$ cat config.mk
export PLATFORM = sky130hd
export DESIGN_NAME = rsa_req_arbiter
export DESIGN_NICKNAME = d
export VERILOG_FILES = /design/src/rtl/rsa_req_arbiter.sv
export SDC_FILE = /design/constraint.sdc
export NUM_CORES = 1
export LEC_CHECK = 0
export ABC_AREA = 1
export CORE_AREA = 2 2 158 160
export DETAILED_ROUTE_END_ITERATION = 8
export DIE_AREA = 0 0 160 162
export PLACE_DENSITY = 0.66
export SKIP_CTS_REPAIR_TIMING = 1
export SLEW_MARGIN = 0
export SYNTH_ARGS = -nofsm -noshare
export SYNTH_HDL_FRONTEND = slang
export SYNTH_SLANG_ARGS = --single-unit
export TNS_END_PERCENT = 20
$ cat constraint.sdc
create_clock -name clk -period 10.1 [get_ports clk]
set_input_delay 3.03 -clock clk [delete_from_list [all_inputs] [get_ports clk]]
set_output_delay 3.03 -clock clk [all_outputs]
set_load 0.02 [all_outputs]
$ cat src/rtl/rsa_req_arbiter.sv
// Two-requester round-robin front end for a single RSA exponentiation engine.
// Optional WAIT-state watchdog enabled by defining RSA_ARB_TIMEOUT_EN.
module rsa_req_arbiter #(
  parameter int unsigned TIMEOUT_CYCLES = 1024
) (
  input  logic        clk,
  input  logic        rst,
  input  logic        req0_valid,
  output logic        req0_ready,
  input  logic [1:0]  req0_cmd,
  input  logic [64:0] req0_msg,
  input  logic        req1_valid,
  output logic        req1_ready,
  input  logic [1:0]  req1_cmd,
  input  logic [64:0] req1_msg,
  output logic        rsp0_valid,
  input  logic        rsp0_ready,
  output logic [64:0] rsp0_data,
  output logic        rsp0_err,
  output logic        rsp1_valid,
  input  logic        rsp1_ready,
  output logic [64:0] rsp1_data,
  output logic        rsp1_err,
  output logic [64:0] eng_msg,
  output logic [1:0]  eng_cmd,
  input  logic [64:0] eng_result,
  input  logic        eng_sync,
  output logic        eng_abort,
  output logic        busy
);

  typedef enum logic [1:0] {
    S_IDLE  = 2'd0,
    S_ISSUE = 2'd1,
    S_WAIT  = 2'd2,
    S_RESP  = 2'd3
  } state_t;

  state_t      state_q, state_d;
  logic        owner_q, owner_d;
  logic        last_q, last_d;
  logic [1:0]  eng_cmd_q, eng_cmd_d;
  logic [64:0] eng_msg_q, eng_msg_d;
  logic [64:0] data_q, data_d;
  logic        err_q, err_d;
  logic        gnt0_s, gnt1_s;
  logic [1:0]  sel_cmd_s;
  logic [64:0] sel_msg_s;
  logic        cmd_ok_s;
  logic        rsp_take_s;

`ifdef RSA_ARB_TIMEOUT_EN
  localparam int unsigned CNT_W = $clog2(TIMEOUT_CYCLES + 1);
  logic [CNT_W-1:0] cnt_q, cnt_d;
  logic             abort_q, abort_d;
`else
  logic unused_timeout_cfg_s;
  assign unused_timeout_cfg_s = ^TIMEOUT_CYCLES;
`endif

  // Round-robin grant: on a tie the requester not granted last wins.
  always_comb begin
    gnt0_s = 1'b0;
    gnt1_s = 1'b0;
    if ((state_q == S_IDLE) && !rst) begin
      if (req0_valid && (!req1_valid || last_q)) begin
        gnt0_s = 1'b1;
      end else if (req1_valid) begin
        gnt1_s = 1'b1;
      end else begin
        gnt0_s = 1'b0;
      end
    end else begin
      gnt1_s = 1'b0;
    end
  end

  assign sel_cmd_s  = gnt1_s ? req1_cmd : req0_cmd;
  assign sel_msg_s  = gnt1_s ? req1_msg : req0_msg;
  assign cmd_ok_s   = (sel_cmd_s == 2'b01) || (sel_cmd_s == 2'b10);
  assign rsp_take_s = owner_q ? rsp1_ready : rsp0_ready;

  // Next-state and datapath capture for the single in-flight job.
  always_comb begin
    state_d   = state_q;
    owner_d   = owner_q;
    last_d    = last_q;
    eng_cmd_d = 2'b00;
    eng_msg_d = eng_msg_q;
    data_d    = data_q;
    err_d     = err_q;
`ifdef RSA_ARB_TIMEOUT_EN
    cnt_d     = cnt_q;
    abort_d   = 1'b0;
`endif
    case (state_q)
      S_IDLE: begin
        if (gnt0_s || gnt1_s) begin
          owner_d = gnt1_s;
          if (cmd_ok_s) begin
            eng_cmd_d = sel_cmd_s;
            eng_msg_d = sel_msg_s;
            state_d   = S_ISSUE;
          end else begin
            data_d  = 65'd0;
            err_d   = 1'b1;
            state_d = S_RESP;
          end
        end else begin
          state_d = S_IDLE;
        end
      end
      S_ISSUE: begin
`ifdef RSA_ARB_TIMEOUT_EN
        cnt_d   = {CNT_W{1'b0}};
`endif
        state_d = S_WAIT;
      end
      S_WAIT: begin
        // A completion in the same cycle as the timeout takes precedence.
        if (eng_sync) begin
          data_d  = eng_result;
          err_d   = 1'b0;
          state_d = S_RESP;
`ifdef RSA_ARB_TIMEOUT_EN
        end else if (cnt_q == CNT_W'(TIMEOUT_CYCLES - 1)) begin
          abort_d = 1'b1;
          data_d  = 65'd0;
          err_d   = 1'b1;
          state_d = S_RESP;
        end else begin
          cnt_d   = cnt_q + CNT_W'(1);
        end
`else
        end else begin
          state_d = S_WAIT;
        end
`endif
      end
      S_RESP: begin
        if (rsp_take_s) begin
          last_d  = owner_q;
          state_d = S_IDLE;
        end else begin
          state_d = S_RESP;
        end
      end
      default: begin
        state_d = S_IDLE;
      end
    endcase
  end

  // State registers; reset leaves requester 0 with priority.
  always_ff @(posedge clk or posedge rst) begin
    if (rst) begin
      state_q   <= S_IDLE;
      owner_q   <= 1'b0;
      last_q    <= 1'b1;
      eng_cmd_q <= 2'b00;
      eng_msg_q <= 65'd0;
      data_q    <= 65'd0;
      err_q     <= 1'b0;
`ifdef RSA_ARB_TIMEOUT_EN
      cnt_q     <= {CNT_W{1'b0}};
      abort_q   <= 1'b0;
`endif
    end else begin
      state_q   <= state_d;
      owner_q   <= owner_d;
      last_q    <= last_d;
      eng_cmd_q <= eng_cmd_d;
      eng_msg_q <= eng_msg_d;
      data_q    <= data_d;
      err_q     <= err_d;
`ifdef RSA_ARB_TIMEOUT_EN
      cnt_q     <= cnt_d;
      abort_q   <= abort_d;
`endif
    end
  end

  assign req0_ready = gnt0_s;
  assign req1_ready = gnt1_s;
  assign busy       = (state_q != S_IDLE);
  assign eng_cmd    = eng_cmd_q;
  assign eng_msg    = eng_msg_q;
  assign rsp0_valid = (state_q == S_RESP) && !owner_q;
  assign rsp1_valid = (state_q == S_RESP) && owner_q;
  assign rsp0_data  = rsp0_valid ? data_q : 65'd0;
  assign rsp1_data  = rsp1_valid ? data_q : 65'd0;
  assign rsp0_err   = rsp0_valid ? err_q : 1'b0;
  assign rsp1_err   = rsp1_valid ? err_q : 1'b0;

`ifdef RSA_ARB_TIMEOUT_EN
  assign eng_abort = abort_q;
`else
  assign eng_abort = 1'b0;
`endif

endmodule

==> impl_results.md, run 1 <==
* Worst hold stages at 2
* Worst Skew at 0.007121 ns
* Commonest non-fill, non-tap cell in the layout: nand2_1
* # H-tree levels at 4
* First-pass GRT wire length at 42260 um
* Initial antenna violation count at 7
* Most frequent cells in the layout: 433 x nand2_1, 409 x clkdlybuf4s50_1, 168 x nor2_1
* Syn Std Cell Area at 7320 um^2
* Synth async-reset ratio at 1.000
* Worst min path class: flip-flop to flip-flop
* Netlist cell types at 23
* CP required at 7.07 ns
* Num Clock Sinks at 137
* Pin slew with the least headroom to its limit at 1.179 ns
* Antenna-violating nets left at 0
* P per Cell Area at 241.2 nW/um^2
* Crit path from: rst
* Starting Density at 0.3036
* Largest net degree at the start of global routing at 87
* Period utilisation layout at 0.8099
* Post-DP HPWL at 19930 um
* #FFs+latches synth at 137
* Num CTS Buffers at 17
* Maxcap violations at 0
* Initial drt markers at 531
* Yosys top cell by area: dfrtp_1
* Mapped Nets at 1292
* Pins Over Slew Limit at 0
* Peak supply drop at 114.0 uV
* Placed insts at 1753
* Yosys warns at 0
* Syn Area/Cell at 6.752 um^2
* R2r startpoint: state_q[1]
* Floorplan row count at 57
* Area contributors post-synth: dfrtp_1 46%, nand2_1 22%, nor2_1 8.6%
* Fillcell total at 2411
* Port Buffers at 409
* Final Hold Viols at 0
* Number of buffers on the longest clock path at 2
* Vias per cell at 4.447
* Clock root cell: clkbuf_16
* Core Footprint at 24110 um^2
* Core Util, Final at 0.5050
* Layout cells sized above 1 at 0.03970
* GPL Wtd Cong at 0.8386
* Hold Startpoint: eng_msg[1]
* DR WL/cell at 15.45 um
* Crit path DAT at 5.15 ns
* Area delta synth->final at 66.33%
* WS Path Type: input port to output port
* Main synth FF type: dfrtp_1
* Full die area at 25920 um^2
* Worst skew pair latency at 0.41 ns
* Vias at 7961
* Mapped Cells at 1084
* First drt pass iteration count at 5
* Sequential share of the synthesized area at 0.4685
* Register area at 3430 um^2
* Startpoint Class: input port
* Final min period at 8.180 ns
* Slew HR at 0.2123
* Share of the synthesized area in the top cell type at 0.4650
* Setup violations, final at 0
* Vias in the first global route at 7873
* Total wire length at 27660 um
* CTS tree: built
* Gr ovfl total at 0
* Die Y at 162 um
* I/O pin cnt at 411
* Fin Setup TNS at 0 ns
* Final std cells w/o fill at 1790
* Status: finished clean
* Crit path max fanout at 86
* Area of the multi-input gates at 3191 um^2
* FMAX at 0.1223 GHz
* Clk slew on worst S/H paths at 0.06 ns
* P_leak at 5.823 nW
* EDFF count, synth at 0
* Remaining DRCs at 0
* RSZ-0062 raised after global routing: no
* R2R cell count at 15
* Die X at 160 um
* GRT Total Usage at 0.2081
* Final net count at 1656
* CP Capture Type: output port
[registers in the layout, indices dropped and copies added (netlist names)]
name     count
eng_cmd      2
last_q       1
state_q      2
eng_msg     65
err_q        1
owner_q      1
data_q      65
[worst paths after layout]
| kind | end | slack (ns) |
|---|---|---|
| setup / recovery | req0_ready | 1.92 |
| hold / removal | eng_msg[1] | 0.48 |
| setup reg to reg | eng_msg[58] | 5.89 |
| hold reg to reg | eng_msg[1] | 0.48 |
| max in group asynchronous | eng_msg[52] | 5.63 |
| min in group asynchronous | owner_q | 3.24 |
[critical path, stage by stage]
cell	delay (ns)
clkdlybuf4s50_1	0.53
inv_6	0.60
nand2_2	0.17
nor2_2	0.18
clkdlybuf4s50_1	0.63
[final cells by class]
| class | instances | area share |
|---|---|---|
| timing repair buffer | 416 | 0.3406 |
| sequential | 137 | 0.2817 |
| multi-input combinational | 774 | 0.2621 |
| clock buffer | 18 | 0.03525 |
| tap | 324 | 0.03330 |
| inverter | 102 | 0.03186 |
| clock inverter | 14 | 0.01418 |
| antenna | 5 | 0.001028 |
[stage by stage]
stage	hold slack [ns]	total power [mW]	setup WS, ns	area, um^2
floorplan	0.4687	1.681	0.5658	7320
global route	0.4892	3.143	1.732	12170
CTS	0.4798	2.974	1.811	12160
detailed placement	0.4635	2.313	1.815	11560
finish	0.4789	2.936	1.920	12170
global placement	0.4616	2.295	1.853	11560
[where the power goes]
part	internal (mW)	total (mW)	switching, mW
sequential	0.772	0.889	0.117
clock	0.390	0.640	0.250
combinational	0.578	1.41	0.829
total	1.74	2.94	1.20
[synth_stat cells, types with 3 or more instances]
master and n:
inv_2 4, buf_2 36, o21ai_0 22, dfrtp_1 136
nand3_1 98, nor2_2 5, inv_1 97, nand2_2 3
nand2_1 434, clkbuf_1 24, buf_4 8, nor2_1 168
a21oi_1 35
[logic make-up after synthesis]
logic type | count (synthesis) | synth area share
adders and majority gates | 2 | 0.003418
AOI/OAI and AO/OA | 61 | 0.04274
other | 1 | 0.0005123
buffers and inverters | 173 | 0.1000
and+or+nand+nor | 710 | 0.3848
DFF | 137 | 0.4685
[layer usage]
metal  GRT usage  share of wire
met1      0.2458           0.40
met2      0.3581           0.49
met3     0.06767          0.084
met4     0.07043          0.020
met5           0        0.00087
No activity file was read; power rests on OpenSTA's default activity.
==> run 2, diff against run 1 <==
- CORE_AREA: 2 2 158 160 -> 2 2 162 164
- DIE_AREA: 0 0 160 162 -> 0 0 164 166
- PLACE_DENSITY: 0.66 -> 0.65
- clock period: 10.1 -> 6.86 ns (I/O delays scaled with it)
==> run 2 against run 1 <==
Clock power up 48%. First-iteration DRC count decreased by 20%. Combinational power grew 48%. Via count shrank 0.34%. Register-to-register slack worse by 2.5 ns. Worst hold slack worse by 0.0036 ns. Total power up 48%. Die area is 5.0% higher. Sequential power up 47%. Clock-buffer cell count up 1. Critical path depth grew 1. Largest power group unchanged. Highest routed layer unchanged.
==> impl_results.md, run 2 (synthesized netlist as in run 1, its figures left out) <==
* Status: finished clean
* Vias per cell at 4.413
* Total wire length at 27660 um
* Final min period at 5.610 ns
* Final std cells w/o fill at 1798
* Hold Startpoint: eng_msg[14]
* Fillcell total at 2602
* Slew HR at 0.1469
* # H-tree levels at 4
* Number of buffers on the longest clock path at 2
* Worst min path class: flip-flop to flip-flop
* Die X at 164 um
* P per Cell Area at 356.0 nW/um^2
* First-pass GRT wire length at 42800 um
* Crit path DAT at 3.55 ns
* Vias in the first global route at 7791
* Worst hold stages at 2
* Starting Density at 0.2857
* Core Footprint at 25620 um^2
* Worst Skew at 0.01067 ns
* Pin slew with the least headroom to its limit at 1.277 ns
* Num CTS Buffers at 17
* Pwr Total at 4.340 mW
* Initial drt markers at 423
* R2r startpoint: state_q[0]
* R2R cell count at 15
* Area delta synth->final at 66.53%
* FMAX at 0.1783 GHz
* WS Path Type: input port to output port
* Final Hold Viols at 0
* Commonest non-fill, non-tap cell in the layout: nand2_1
* Layout cells sized above 1 at 0.03967
* CP Capture Type: output port
* Die Y at 166 um
* Register area at 3430 um^2
* I/O pin cnt at 411
* Num Clock Sinks at 137
* Maxcap violations at 0
* Floorplan row count at 59
* Antenna-violating nets left at 0
* Crit path max fanout at 3
* Placed insts at 1766
* Startpoint Class: input port
* Gr ovfl total at 0
* First drt pass iteration count at 7
* Peak supply drop at 174.3 uV
* Worst skew pair latency at 0.42 ns
* Area of the multi-input gates at 3191 um^2
* Post-DP HPWL at 19970 um
* GRT Total Usage at 0.2015
* Largest net degree at the start of global routing at 85
* Initial antenna violation count at 4
* Clock root cell: clkbuf_16
* Period utilisation layout at 0.8178
* Most frequent cells in the layout: 433 x nand2_1, 409 x clkdlybuf4s50_1, 168 x nor2_1
* GPL Wtd Cong at 0.8331
* Vias at 7934
* Core Util, Final at 0.4758
* Pins Over Slew Limit at 0
* Reg2Reg Capture Point: eng_msg[34]
* Remaining DRCs at 0
* Setup violations, final at 0
* P_leak at 5.823 nW
* CTS tree: built
* R2R setup slack at 3.43 ns
* RSZ-0062 raised after global routing: no
* Full die area at 27220 um^2
* CP required at 4.80 ns
* Fin Setup TNS at 0 ns
* Final net count at 1658
* Port Buffers at 409
* Min-Delay Endpoint: eng_msg[14]
* DR WL/cell at 15.38 um
* Clk slew on worst S/H paths at 0.06 ns
run 2: worst max-delay path by stage:
stage | start | cells past startpoint | slack, ns | to
floorplan | rst | 3 | 0.26 | req0_ready
global placement | req1_valid | 6 | 1.22 | req1_ready
detailed placement | req1_valid | 6 | 1.22 | req1_ready
CTS | req1_valid | 6 | 1.21 | req1_ready
global route | req1_valid | 6 | 1.18 | req1_ready
finish | req1_valid | 6 | 1.25 | req1_ready
run 2: cell type report:
class / instances / area share
timing repair buffer: 418 / 0.3414
sequential: 137 / 0.2814
multi-input combinational: 774 / 0.2618
clock buffer: 19 / 0.03552
tap: 335 / 0.03439
inverter: 102 / 0.03172
clock inverter: 12 / 0.01365
antenna: 1 / 0.0002053
run 2: power breakdown:
group	switching, mW	internal [mW]	leakage, nW
registers	0.172	1.14	1.76
clock network	0.372	0.577	0.285
logic	1.23	0.851	3.78
total	1.78	2.56	5.82
run 2: critical path, stage by stage:
cell,delay (ns)
clkdlybuf4s50_1,0.48
inv_1,0.10
a21oi_4,0.14
nand2_2,0.11
inv_1,0.07
clkdlybuf4s50_1,0.60
run 2: metrics by stage:
step / setup WS [ns] / hold WS [ns] / area [um^2]
floorplan: 0.2634 / 0.4687 / 7323
global placement: 1.220 / 0.4618 / 11590
detailed placement: 1.219 / 0.4635 / 11590
CTS: 1.215 / 0.4797 / 12190
global route: 1.180 / 0.4953 / 12190
finish: 1.250 / 0.4753 / 12190
run 2: metal layers:
| layer | share of wire | GRT usage | up-vias |
|---|---|---|---|
| li1 | - | - | 3999 |
| met2 | 0.48 | 0.3434 | 297 |
| met4 | 0.015 | 0.04462 | 6 |
| met5 | 0.0015 | 0 | - |
| met1 | 0.41 | 0.2418 | 3603 |
| met3 | 0.095 | 0.07418 | 29 |
